**config.mk**
```make
export PLATFORM = sky130hd
export DESIGN_NAME = hazard_stall_ctrl_flat
export DESIGN_NICKNAME = d
export VERILOG_FILES = /design/src/rtl/hazard_pkg.sv /design/src/rtl/hazard_stall_ctrl_if.sv /design/src/rtl/hazard_stall_ctrl_md_busy_tracker.sv /design/src/rtl/hazard_stall_ctrl.sv /design/src/flat_wrapper.sv
export SDC_FILE = /design/constraint.sdc
export NUM_CORES = 1
export LEC_CHECK = 0
export ABC_AREA = 1
export CORE_UTILIZATION = 40
export CTS_BUF_LIST = sky130_fd_sc_hd__clkbuf_4
export DETAILED_ROUTE_END_ITERATION = 10
export GPL_TIMING_DRIVEN = 0
export PLACE_DENSITY_LB_ADDON = 0.3
export SLEW_MARGIN = 40
export SYNTH_ARGS = -nofsm -noshare
export SYNTH_HDL_FRONTEND = slang
export SYNTH_SLANG_ARGS = --single-unit
```
**constraint.sdc**
```tcl
create_clock -name clk -period 2.02 [get_ports clk]
set_input_delay 0.404 -clock clk [delete_from_list [all_inputs] [get_ports clk]]
set_output_delay 0.404 -clock clk [all_outputs]
set_load 0.01 [all_outputs]
```
**src/rtl/hazard_pkg.sv**
```systemverilog
// Shared constants and helpers for the D-stage hazard controller.
// Covers Tuse/Tnew encodings, multiply/divide latencies and the per-source stall test.
package hazard_pkg;
    localparam logic [1:0] TUSE_NONE = 2'd3;
    localparam logic [1:0] TNEW_LOAD = 2'd2;
    localparam logic [1:0] TNEW_CALC = 2'd1;
    localparam logic [1:0] TNEW_LINK = 2'd0;

    localparam int MULT_CYCLES_DEF = 5;
    localparam int DIV_CYCLES_DEF  = 10;

    // Tnew drains by one per stage and sticks at zero.
    function automatic logic [1:0] tnew_dec(input logic [1:0] t);
        return (t == 2'd0) ? 2'd0 : t - 2'd1;
    endfunction

    function automatic logic src_stall(input logic [4:0] src, input logic [1:0] tuse,
                                       input logic [4:0] e_a3, input logic [1:0] e_tnew,
                                       input logic [4:0] m_a3, input logic [1:0] m_tnew);
        return (src != 5'd0) &&
               (((e_a3 == src) && (tuse < e_tnew)) || ((m_a3 == src) && (tuse < m_tnew)));
    endfunction
endpackage

```
**src/rtl/hazard_stall_ctrl_if.sv**
```systemverilog
// D-stage request and stall/debug response bundle between the pipeline and the hazard controller.
interface hazard_stall_ctrl_if;
    logic [4:0] D_rs;
    logic [4:0] D_rt;
    logic [1:0] D_rs_tuse;
    logic [1:0] D_rt_tuse;
    logic [4:0] D_A3;
    logic [1:0] D_tnew;
    logic       D_md;
    logic       D_md_start;
    logic       D_md_div;
    logic       stall;
    logic       F_en;
    logic       D_en;
    logic       E_clr;
    logic       md_busy;
    logic [1:0] E_tnew_o;
    logic [1:0] M_tnew_o;

    modport master (
        output D_rs, D_rt, D_rs_tuse, D_rt_tuse, D_A3, D_tnew, D_md, D_md_start, D_md_div,
        input  stall, F_en, D_en, E_clr, md_busy, E_tnew_o, M_tnew_o
    );
    modport slave (
        input  D_rs, D_rt, D_rs_tuse, D_rt_tuse, D_A3, D_tnew, D_md, D_md_start, D_md_div,
        output stall, F_en, D_en, E_clr, md_busy, E_tnew_o, M_tnew_o
    );
endinterface

```
**src/rtl/hazard_stall_ctrl_md_busy_tracker.sv**
```systemverilog
// HI/LO unit busy tracking: E-stage start flag plus a down-counter loaded on each start.
module md_busy_tracker #(
    parameter int MULT_CYCLES = 5,
    parameter int DIV_CYCLES  = 10,
    parameter int CNT_W       = 4
) (
    input  logic clk,
    input  logic reset,
    input  logic start_in,
    input  logic div_in,
    input  logic stall,
    output logic md_busy
);
    logic             e_start;
    logic             e_div;
    logic [CNT_W-1:0] cnt;

    always_ff @(posedge clk or negedge reset) begin
        if (!reset) begin
            e_start <= 1'b0;
            e_div   <= 1'b0;
            cnt     <= '0;
        end else begin
            e_start <= stall ? 1'b0 : start_in;
            e_div   <= stall ? 1'b0 : div_in;
            // A second start always stalls in D while busy, so no reload can hit a live count.
            if (e_start)
                cnt <= e_div ? CNT_W'(DIV_CYCLES) : CNT_W'(MULT_CYCLES);
            else if (cnt != '0)
                cnt <= cnt - CNT_W'(1);
        end
    end

    assign md_busy = e_start | (cnt != '0);
endmodule

```
**src/rtl/hazard_stall_ctrl.sv**
```systemverilog
// Consumer-side hazard controller: compares D-stage Tuse against shadowed E/M Tnew
// and the HI/LO busy state, and freezes F/D while bubbling E when forwarding cannot help.
module hazard_stall_ctrl
    import hazard_pkg::*;
#(
    parameter int MULT_CYCLES = MULT_CYCLES_DEF,
    parameter int DIV_CYCLES  = DIV_CYCLES_DEF,
    parameter int CNT_W       = 4
) (
    input  logic                clk,
    input  logic                reset,
    hazard_stall_ctrl_if.slave  bus
);
    logic [4:0] e_a3, m_a3;
    logic [1:0] e_tnew, m_tnew;
    logic       stall_rs, stall_rt, stall_md, stall, md_busy;

    always_comb begin
        stall_rs = src_stall(bus.D_rs, bus.D_rs_tuse, e_a3, e_tnew, m_a3, m_tnew);
        stall_rt = src_stall(bus.D_rt, bus.D_rt_tuse, e_a3, e_tnew, m_a3, m_tnew);
        stall_md = bus.D_md & md_busy;
        stall    = stall_rs | stall_rt | stall_md;
    end

    always_ff @(posedge clk or negedge reset) begin
        if (!reset) begin
            e_a3   <= 5'd0;
            e_tnew <= TNEW_LINK;
            m_a3   <= 5'd0;
            m_tnew <= TNEW_LINK;
        end else begin
            if (stall) begin
                e_a3   <= 5'd0;
                e_tnew <= TNEW_LINK;
            end else begin
                e_a3   <= bus.D_A3;
                e_tnew <= bus.D_tnew;
            end
            m_a3   <= e_a3;
            m_tnew <= tnew_dec(e_tnew);
        end
    end

    md_busy_tracker #(
        .MULT_CYCLES (MULT_CYCLES),
        .DIV_CYCLES  (DIV_CYCLES),
        .CNT_W       (CNT_W)
    ) u_md (
        .clk      (clk),
        .reset    (reset),
        .start_in (bus.D_md_start),
        .div_in   (bus.D_md_div),
        .stall    (stall),
        .md_busy  (md_busy)
    );

    assign bus.stall    = stall;
    assign bus.F_en     = ~stall;
    assign bus.D_en     = ~stall;
    assign bus.E_clr    = stall;
    assign bus.md_busy  = md_busy;
    assign bus.E_tnew_o = e_tnew;
    assign bus.M_tnew_o = m_tnew;
endmodule

```
**src/flat_wrapper.sv**
```systemverilog
// flat-port wrapper written by rule: the top's interface ports become plain ports
module hazard_stall_ctrl_flat import hazard_pkg::*;
#(
    parameter int MULT_CYCLES = MULT_CYCLES_DEF,
    parameter int DIV_CYCLES  = DIV_CYCLES_DEF,
    parameter int CNT_W       = 4
)
  (clk, reset, bus_D_rs, bus_D_rt, bus_D_rs_tuse, bus_D_rt_tuse, bus_D_A3, bus_D_tnew, bus_D_md, bus_D_md_start, bus_D_md_div, bus_stall, bus_F_en, bus_D_en, bus_E_clr, bus_md_busy, bus_E_tnew_o, bus_M_tnew_o);
  hazard_stall_ctrl_if bus_i ();
  input  logic clk;
  input  logic reset;
  input wire logic [$bits(bus_i.D_rs)-1:0] bus_D_rs;
  input wire logic [$bits(bus_i.D_rt)-1:0] bus_D_rt;
  input wire logic [$bits(bus_i.D_rs_tuse)-1:0] bus_D_rs_tuse;
  input wire logic [$bits(bus_i.D_rt_tuse)-1:0] bus_D_rt_tuse;
  input wire logic [$bits(bus_i.D_A3)-1:0] bus_D_A3;
  input wire logic [$bits(bus_i.D_tnew)-1:0] bus_D_tnew;
  input wire logic [$bits(bus_i.D_md)-1:0] bus_D_md;
  input wire logic [$bits(bus_i.D_md_start)-1:0] bus_D_md_start;
  input wire logic [$bits(bus_i.D_md_div)-1:0] bus_D_md_div;
  output wire logic [$bits(bus_i.stall)-1:0] bus_stall;
  output wire logic [$bits(bus_i.F_en)-1:0] bus_F_en;
  output wire logic [$bits(bus_i.D_en)-1:0] bus_D_en;
  output wire logic [$bits(bus_i.E_clr)-1:0] bus_E_clr;
  output wire logic [$bits(bus_i.md_busy)-1:0] bus_md_busy;
  output wire logic [$bits(bus_i.E_tnew_o)-1:0] bus_E_tnew_o;
  output wire logic [$bits(bus_i.M_tnew_o)-1:0] bus_M_tnew_o;
  assign bus_i.D_rs = bus_D_rs;
  assign bus_i.D_rt = bus_D_rt;
  assign bus_i.D_rs_tuse = bus_D_rs_tuse;
  assign bus_i.D_rt_tuse = bus_D_rt_tuse;
  assign bus_i.D_A3 = bus_D_A3;
  assign bus_i.D_tnew = bus_D_tnew;
  assign bus_i.D_md = bus_D_md;
  assign bus_i.D_md_start = bus_D_md_start;
  assign bus_i.D_md_div = bus_D_md_div;
  assign bus_stall = bus_i.stall;
  assign bus_F_en = bus_i.F_en;
  assign bus_D_en = bus_i.D_en;
  assign bus_E_clr = bus_i.E_clr;
  assign bus_md_busy = bus_i.md_busy;
  assign bus_E_tnew_o = bus_i.E_tnew_o;
  assign bus_M_tnew_o = bus_i.M_tnew_o;
  hazard_stall_ctrl #(.MULT_CYCLES(MULT_CYCLES), .DIV_CYCLES(DIV_CYCLES), .CNT_W(CNT_W)) u_core (.clk(clk), .reset(reset), .bus(bus_i));
endmodule
```
==> results of run 1 <==
-- cells by family after synthesis --
logic type / after synthesis / share of synthesized area
AO/OA/AOI/OAI: 12 / 0.05549
XOR/XNOR: 4 / 0.02826
adder cells (fa/ha/maj): 6 / 0.06054
buffers and inverters: 47 / 0.1544
flip-flops: 20 / 0.4036
AND/OR/NAND/NOR: 92 / 0.2977
-- flip-flops by register name (all words and copies together), names as in the netlist --
register / count
u_core.bus.E_tnew_o: 2
u_core.m_a3: 5
u_core.u_md.cnt: 4
u_core.u_md.e_div: 1
u_core.e_a3: 5
u_core.u_md.e_start: 1
u_core.bus.M_tnew_o: 2
-- layout by cell type (no fill, tap or decap) --
| cell | instances |
|---|---|
| a21boi_1 | 1 |
| a21boi_2 | 1 |
| a21oi_1 | 4 |
| a21oi_2 | 1 |
| buf_2 | 3 |
| buf_4 | 6 |
| buf_6 | 4 |
| clkbuf_4 | 3 |
| clkdlybuf4s50_1 | 23 |
| clkinv_1 | 1 |
| dfrtp_1 | 20 |
| dlygate4sd2_1 | 3 |
| dlymetal6s2s_1 | 3 |
| ha_1 | 4 |
| ha_4 | 2 |
| inv_1 | 38 |
| inv_2 | 6 |
| nand2_1 | 54 |
| nand2_2 | 3 |
| nand3_1 | 8 |
| nand3_4 | 1 |
| nand4_1 | 1 |
| nor2_1 | 21 |
| nor3_1 | 4 |
| o21ai_0 | 1 |
| o21ai_1 | 2 |
| o21bai_1 | 1 |
| o22ai_1 | 1 |
| xnor2_1 | 1 |
| xor2_1 | 3 |
-- final timing paths --
path	cells past startpoint	end	startpoint	slack, ps
max	11	bus_F_en	u_core.bus.M_tnew_o[1]$_DFF_PN0_	-220
min	1	u_core.u_md.e_div$_DFF_PN0_	reset	30
max reg2reg	13	u_core.bus.E_tnew_o[0]$_DFF_PN0_	u_core.bus.M_tnew_o[1]$_DFF_PN0_	340
min reg2reg	0	u_core.m_a3[2]$_DFF_PN0_	u_core.e_a3[2]$_DFF_PN0_	440
max in group asynchronous	1	u_core.bus.M_tnew_o[0]$_DFF_PN0_	reset	1700
min in group clk	0	u_core.m_a3[2]$_DFF_PN0_	u_core.e_a3[2]$_DFF_PN0_	440
-- routing by layer --
metal  vias up  track usage  wire [um]  part of all wire
met4         0      0.06463         30             0.012
met5         -            0          0                 0
li1        617            -          -                 -
met2        40       0.2674       1154              0.45
met3         4      0.01563        159             0.062
met1       478       0.2341       1222              0.48
-- layout make-up --
cell class	count	area share
multi-input cells	114	0.3452
repair buffers	40	0.2205
clock inverters	1	0.002175
clock buffers	3	0.01305
plain buffers	2	0.01088
flip-flops and latches	20	0.2901
well taps	31	0.02248
inverters	44	0.09572
-- power breakdown --
part	total, mW	internal [mW]	leakage [nW]	switching [mW]
registers	0.549	0.481	0.255	0.0676
clock network	0.177	0.0717	0.0154	0.106
logic	0.519	0.259	0.709	0.260
-- worst register-to-register path: cells and delay by family (launching register included) --
family	cells	cell delay (ps)
fa+ha+maj	1	250
simple gates	8	510
buf+inv	4	460
flops	1	370
-- repair_timing --
item                       in CTS  in global routing
pin swaps                       6                  9
gates resized for setup        28                 13
setup endpoints to repair       5                  5
setup buffers                   6                  0
gates cloned                    0                  0
==> impl_metrics.tcl, run 1 <==
set metrics [dict create \
    synthFlopType "dfrtp_1" \
    synth_top_area_cell "dfrtp_1" \
    drive_gt1_frac 0.1339 \
    startpoint_type "register" \
    worstSetupPathType "reg -> out" \
    drc 2 \
    ir_drop_uv 478.8 \
    fin_nets 257 \
    yosysMostFrequentCell "nand2_1" \
    track_usage 0.1663 \
    synth.top_cells.by_area "dfrtp_1 40%, nand2_1 17%, inv_1 13%, nor2_1 6.4%, ha_1 6.1%" \
    cts_hold_buf 0 \
    finalHoldViolCount 0 \
    ys_warn_count 0 \
    antenna_found_initial 0 \
    hold-worst-slack_ps 34.52 \
    ys_seq_area_frac 0.4036 \
    maxSlewHeadroom 0.7251 \
    dp_slack_ps -875.1 \
    cp.required_ps 1620 \
    cts-root-buf "clkbuf_4" \
    vias_per_cell 4.467 \
    grt_overflow 0 \
    setup_viol 4 \
    leakage_nw 0.9794 \
    hp-class "in -> async" \
    antenna_left 0 \
    dieWidth_um 57.68 \
    drt-wirelength-per-cell_um 10.07 \
    max_slew.worst_pin.slew_ps 412.4 \
    cts-htree-levels 1 \
    instances_no_fill 255 \
    dieArea_mm2 0.003326 \
    slowest_stage "dfrtp_1" \
    placementRows 19 \
    start_util 0.4346 \
    pin_count 35 \
    gp_routability_congestion 0.8607 \
    fin_ws_ps -215.4 \
    hpwlAfterDp_um 2050 \
    cts_tree "done" \
    grt_pass1_wl_um 4243 \
    placed_cells 246 \
    final_area_mm2 0.001725 \
    cts_buffers 3 \
    end_kind "primary output" \
    fin_crit_sh 1.107 \
    synth-seq-cells 20 \
    syn-num-nets 213 \
    synth_edf_count 0 \
    arrival_ps 1830 \
    rsz0062_at_grt "yes" \
    io_buffers 34 \
    critPathMaxStageDelay_ps 400 \
    syn_area_per_cell_um2 6.850 \
    cp_num_buf_inv 4 \
    yosys-top-cells-count "57 x nand2_1, 42 x inv_1, 21 x nor2_1" \
    cp_top_family "simple AND/OR/NAND/NOR gates" \
    num_vias 1139 \
    clock_path_buffers 2 \
    wl_um 2568 \
    max_cap_viol_count 0 \
    drt-pass1-iter-count 7 \
    pwr_density_cell_mw_per_mm2 721.7 \
    synth_top_area_frac 0.4036 \
    worstPathMaxFanout 5 \
    placed_cell_area_mm2 0.001614 \
    synth_cell_types 20 \
    syn_area_mm2 0.001240 \
    first_global_vias 1040 \
    die_h_um 57.68 \
    multi_input_area_um2 595.6 \
    p_total_mw 1.245 \
    outcome "complete, but fails checks" \
    ys_async_sr_fraction 1.000 \
    synthCells 181 \
    diodes 0 \
    core_area_mm2 0.002853 \
    fillers 282 \
    dr.first_iter.drc_count 55 \
    syn2layout_area_growth_pct 39.15 \
    clkLatencyLatePin_ps 280 \
    regArea_um2 500.5 \
    layout_min_cycle_time_ps 2235 \
    grt_max_degree 21 \
    violations "design-rule violations, negative setup slack" \
    clock_sinks 20 \
    skew_ps 1.626 \
    fin_tns_setup_ps -594.8 \
    path_cells "inv_2 -> ha_4 -> a21boi_2 -> nor3_1 -> nand2_1 -> nand2_1 -> nand2_2 -> nand3_4 -> inv_2 -> buf_6 -> buf_6" \
    post-route-util 0.6048 \
    path_clk_slew_ps 100 \
    drv_slew 0 \
    max_freq_mhz 447.4 \
]
No activity file was read; power rests on OpenSTA's default activity.
==> run 2, diff against run 1 <==
--- a/config.mk
+++ b/config.mk
@@ -6,11 +6,11 @@
 export NUM_CORES = 1
 export LEC_CHECK = 0
 export ABC_AREA = 1
-export CORE_UTILIZATION = 40
+export CORE_UTILIZATION = 49
 export CTS_BUF_LIST = sky130_fd_sc_hd__clkbuf_4
 export DETAILED_ROUTE_END_ITERATION = 10
 export GPL_TIMING_DRIVEN = 0
-export PLACE_DENSITY_LB_ADDON = 0.3
+export PLACE_DENSITY = 0.86
 export SLEW_MARGIN = 40
 export SYNTH_ARGS = -nofsm -noshare
 export SYNTH_HDL_FRONTEND = slang
==> impl_metrics.tcl, run 2 (same netlist as run 1, synthesis figures left out) <==
set metrics [dict create \
    outcome "complete, but fails checks" \
    violations "negative setup slack" \
    fin_nets 264 \
    final_cell_mix "53 x nand2_1, 36 x inv_1, 21 x nor2_1, 21 x clkdlybuf4s50_1, 20 x dfrtp_1" \
    antenna_left 0 \
    switchingPower_mw 0.5107 \
    io_buffers 34 \
    p_comb_frac 0.474 \
    fin_crit_sh 1.123 \
    diodes 0 \
    wl_um 3275 \
    core_area_mm2 0.002297 \
    instances_no_fill 259 \
    grt_pass1_wl_um 4919 \
    arrival_ps 1860 \
    drc 0 \
    startpoint_type "input port" \
    dieWidth_um 52.31 \
    end_kind "primary output" \
    swShare 0.3616 \
    finalHoldViolCount 0 \
    pin_count 35 \
    ir_drop_uv 704.7 \
    die_h_um 52.31 \
    max_slew.worst_pin.slew_ps 423.1 \
    drt-wirelength-per-cell_um 12.64 \
    sequentialPowerShare 0.395 \
    num_vias 1249 \
    multi_input_area_um2 601.8 \
    clock_path_buffers 2 \
    grt_max_degree 21 \
    cts-htree-levels 1 \
    grt_overflow 0 \
    skew_ps 11.47 \
    clkLatencyLatePin_ps 300 \
    drt-pass1-iter-count 4 \
    cts_buffers 3 \
    hpwlAfterDp_um 2392 \
    max_cap_viol_count 0 \
    dieArea_mm2 0.002736 \
    rsz0062_at_grt "yes" \
    vias_per_cell 4.822 \
    setup_viol 5 \
    cts-root-buf "clkbuf_4" \
    layout_min_cycle_time_ps 2268 \
    cts_tree "done" \
    hp-class "in -> async" \
    track_usage 0.2528 \
    first_global_vias 1157 \
    antenna_found_initial 0 \
    pwr_density_cell_mw_per_mm2 791.6 \
    fillers 179 \
    syn2layout_area_growth_pct 43.89 \
    gp_routability_congestion 0.9231 \
    fin_ws_ps -247.9 \
    drive_gt1_frac 0.1818 \
    internal-power_mw 0.9017 \
    leakage_nw 1.028 \
    drv_slew 0 \
    placementRows 17 \
    path_clk_slew_ps 110 \
    final_common_cell "nand2_1" \
    start_util 0.5398 \
    max_freq_mhz 440.9 \
    reg.largest.list "u_core.e_a3 (5), u_core.m_a3 (5), u_core.u_md.cnt (4)" \
    worstPathMaxFanout 5 \
    clock_sinks 20 \
    clock_power_share 0.131 \
    worstSetupPathType "in -> out" \
    dr.first_iter.drc_count 18 \
    cp.required_ps 1620 \
    placed_cells 243 \
    hold-worst-slack_ps 23.58 \
    regArea_um2 500.5 \
    maxSlewHeadroom 0.7179 \
]
-- run 2: cell types whose count changed in the layout (fill, tap and decap cells not counted), sizes merged --
cell / delta
buf: +7
clkbuf: +1
clkdlybuf4s50: -2
dlygate4sd2: -1
dlymetal6s2s: +2
-- run 2: through the flow --
stage | instance area, um2 | worst slack, ps | power (mW) | util | setup TNS [ps]
CTS | 1692 | -344.8 | 1.279 | 0.7364 | -1189
finish | 1784 | -247.9 | 1.412 | 0.7767 | -830.8
global placement | 1615 | -859.1 | 1.019 | 0.7032 | -3210
floorplan | 1240 | 47.73 | 0.8486 | - | 0
global route | 1784 | -353.4 | 1.510 | 0.7767 | -1351
detailed placement | 1615 | -943.8 | 1.069 | 0.7032 | -3631
-- run 2: area by class of cell --
| type | instances | area share |
|---|---|---|
| tap | 28 | 0.01964 |
| inverter | 44 | 0.09257 |
| clock buffer | 3 | 0.01262 |
| sequential | 20 | 0.2805 |
| timing repair buffer | 47 | 0.2447 |
| clock inverter | 1 | 0.002104 |
| multi-input combinational | 114 | 0.3373 |
| buffer | 2 | 0.01052 |
-- run 2: path summary, 6_finish.rpt --
check                                                  from                               end  slack [ps]  cells past startpoint
max in group asynchronous                             reset  u_core.bus.M_tnew_o[1]$_DFF_PN0_        1690                      1
min in group clk                   u_core.e_a3[0]$_DFF_PN0_          u_core.m_a3[0]$_DFF_PN0_         440                      0
max reg2reg                u_core.bus.E_tnew_o[1]$_DFF_PN0_          u_core.e_a3[1]$_DFF_PN0_         390                     10
min reg2reg                        u_core.e_a3[0]$_DFF_PN0_          u_core.m_a3[0]$_DFF_PN0_         440                      0
min                                                   reset    u_core.u_md.cnt[1]$_DFFE_PN0N_          20                      1
max                                        bus_D_rs_tuse[1]                          bus_F_en        -250                     11
-- run 2: critical path, cell delays in order --
cell	delay, ps
dlygate4sd2_1	290
ha_1	300
a21boi_1	130
nor2_1	140
nand3_1	100
nand2_1	70
nand2_2	60
nand3_4	100
inv_2	50
buf_6	100
buf_6	110
-- run 2: metal layers --
| layer | vias up | track usage | share of wire |
|---|---|---|---|
| met3 | 12 | 0.02029 | 0.038 |
| met4 | 0 | 0.1535 | 0.038 |
| met2 | 42 | 0.4409 | 0.51 |
| met5 | - | 0 | 0 |
| met1 | 559 | 0.2980 | 0.42 |
| li1 | 636 | - | - |
-- run 2: power groups by stage --
| stage | Sequential [mW] | Clock (mW) | Combinational [mW] |
|---|---|---|---|
| after floorplan | 0.541 | 0 | 0.307 |
| after global placement | 0.548 | 0 | 0.471 |
| after detailed placement | 0.561 | 0 | 0.509 |
| after CTS | 0.553 | 0.186 | 0.540 |
| after global routing | 0.567 | 0.206 | 0.738 |
| final | 0.558 | 0.185 | 0.669 |
-- run 2: timing repair --
action | 4_1_cts | 5_1_grt
hold buffers | 0 | 0
pin swaps | 8 | 11
setup buffers | 4 | 9
endpoints found under the setup margin | 5 | 5
gates resized for setup | 31 | 17
==> run 3, diff against run 2 <==
--- a/config.mk
+++ b/config.mk
@@ -6,11 +6,11 @@
 export NUM_CORES = 1
 export LEC_CHECK = 0
 export ABC_AREA = 1
-export CORE_UTILIZATION = 49
+export CORE_UTILIZATION = 35
 export CTS_BUF_LIST = sky130_fd_sc_hd__clkbuf_4
 export DETAILED_ROUTE_END_ITERATION = 10
 export GPL_TIMING_DRIVEN = 0
-export PLACE_DENSITY = 0.86
+export PLACE_DENSITY = 0.66
 export SLEW_MARGIN = 40
 export SYNTH_ARGS = -nofsm -noshare
 export SYNTH_HDL_FRONTEND = slang
==> impl_metrics.tcl, run 3 (same netlist as run 1, synthesis figures left out) <==
set metrics [dict create \
    outcome "complete, but fails checks" \
    violations "negative setup slack" \
    reg.largest.list "u_core.e_a3 (5), u_core.m_a3 (5), u_core.u_md.cnt (4)" \
    pin_count 35 \
    fin_nets 255 \
    diodes 0 \
    worstSetupPathType "in -> out" \
    ir_drop_uv 464.6 \
    final_common_cell "nand2_1" \
    path_clk_slew_ps 100 \
    drc 0 \
    clkLatencyLatePin_ps 280 \
    placementRows 21 \
    setup_viol 4 \
    final_cell_mix "54 x nand2_1, 37 x inv_1, 22 x clkdlybuf4s50_1" \
    max_cap_viol_count 0 \
    hpwlAfterDp_um 1981 \
    fin_crit_sh 1.103 \
    busiest_layer "met2" \
    clock_sinks 20 \
    cp.required_ps 1620 \
    clock_path_buffers 2 \
    num_vias 1104 \
    r2r_cells 10 \
    gp_routability_congestion 0.7920 \
    max_slew.worst_pin.slew_ps 406.6 \
    antenna_left 0 \
    hp-class "in -> async" \
    grt_overflow 0 \
    rsz0062_at_grt "yes" \
    grtUsageMet3 0.006303 \
    track_usage 0.1343 \
    start_util 0.3687 \
    max_freq_mhz 448.7 \
    drt-pass1-iter-count 4 \
    cts_buffers 3 \
    drv_slew 0 \
    antenna_found_initial 0 \
    wl_um 2454 \
    met2_usage 0.2197 \
    fin_tns_setup_ps -678.6 \
    cts_tree "done" \
    final_area_mm2 0.001747 \
    pwr_density_cell_mw_per_mm2 703.2 \
    maxSlewHeadroom 0.7289 \
    drive_gt1_frac 0.1351 \
    vias_per_cell 4.119 \
    placed_cell_area_mm2 0.001633 \
    drt-wirelength-per-cell_um 9.157 \
    fin_ws_ps -208.7 \
    placed_cells 261 \
    reg2reg_slack_ps 480 \
    startpoint_type "input port" \
    skew_ps 3.041 \
    leakage_nw 0.9722 \
    end_kind "primary output" \
    dp_slack_ps -877.4 \
    dieWidth_um 61.52 \
    syn2layout_area_growth_pct 40.87 \
    grt_max_degree 21 \
    die_h_um 61.52 \
    core_area_mm2 0.003363 \
    dr.first_iter.drc_count 68 \
    dieArea_mm2 0.003785 \
    cts-root-buf "clkbuf_4" \
    finalHoldViolCount 0 \
    cts_hold_buf 0 \
    worstPathMaxFanout 5 \
    io_buffers 34 \
    arrival_ps 1820 \
    globalRouteMet1Util 0.1897 \
    instances_no_fill 268 \
    layout_min_cycle_time_ps 2229 \
    first_global_vias 937 \
    grt_pass1_wl_um 3726 \
    cts-htree-levels 1 \
    hold-worst-slack_ps 34.93 \
]
==> run 3: cell types whose count changed in the layout (fill, tap and decap cells not counted), sizes merged <==
| cell | delta |
|---|---|
| dlygate4sd2 | +2 |
| dlymetal6s2s | -2 |
| clkdlybuf4s50 | +1 |
| buf | -9 |
| clkbuf | -1 |
==> run 3: where the power goes <==
group	internal [mW]	leakage, nW	switching [mW]
Sequential	0.481	0.255	0.0677
Combinational	0.257	0.702	0.249
Clock	0.0717	0.0154	0.102
==> run 3: worst paths after layout <==
| check | startpoint | to |
|---|---|---|
| worst max-delay path | bus_D_rs[3] | bus_F_en |
| worst min-delay path | reset | u_core.e_a3[2]$_DFF_PN0_ |
| worst max register to register | u_core.bus.E_tnew_o[1]$_DFF_PN0_ | u_core.e_a3[2]$_DFF_PN0_ |
| worst min register to register | u_core.e_a3[2]$_DFF_PN0_ | u_core.m_a3[2]$_DFF_PN0_ |
| max in group asynchronous | reset | u_core.bus.E_tnew_o[1]$_DFF_PN0_ |
| min in group clk | u_core.e_a3[2]$_DFF_PN0_ | u_core.m_a3[2]$_DFF_PN0_ |
==> run 3: final cells by class <==
type | count | area [um2]
well taps | 46 | 57.56
clock buffers | 3 | 22.52
inverters | 44 | 165.2
fillers | 364 | 1617
repair buffers | 38 | 370.4
multi-input cells | 114 | 608.1
clock inverters | 1 | 3.754
flip-flops and latches | 20 | 500.5
plain buffers | 2 | 18.77
==> run 3: layer usage <==
metal,share of wire,vias to the layer above
met1,0.50,472
li1,-,616
met5,0,-
met2,0.48,16
met4,0,0
met3,0.023,0
==> run 3: metrics by stage <==
| stage | util | power (mW) |
|---|---|---|
| floorplan | - | 0.8486 |
| global placement | 0.4870 | 1.033 |
| detailed placement | 0.4855 | 1.036 |
| CTS | 0.5048 | 1.237 |
| global route | 0.5193 | 1.337 |
| finish | 0.5193 | 1.228 |
==> run 3: repair_timing <==
action,CTS,global route
setup endpoints to repair,5,4
hold endpoints to repair,0,0
resized for setup,30,14
setup buffers,4,0
pin swaps,6,9
==> run 3: worst max-delay path, cell delays in order <==
cell and delay (ps):
clkdlybuf4s50_1 530, inv_2 60, nand2_1 70, o21ai_0 90, nor2_1 100, nand3_1 80
nand2_1 70, nand2_2 60, nand3_4 100, inv_2 50, buf_6 100, buf_6 110
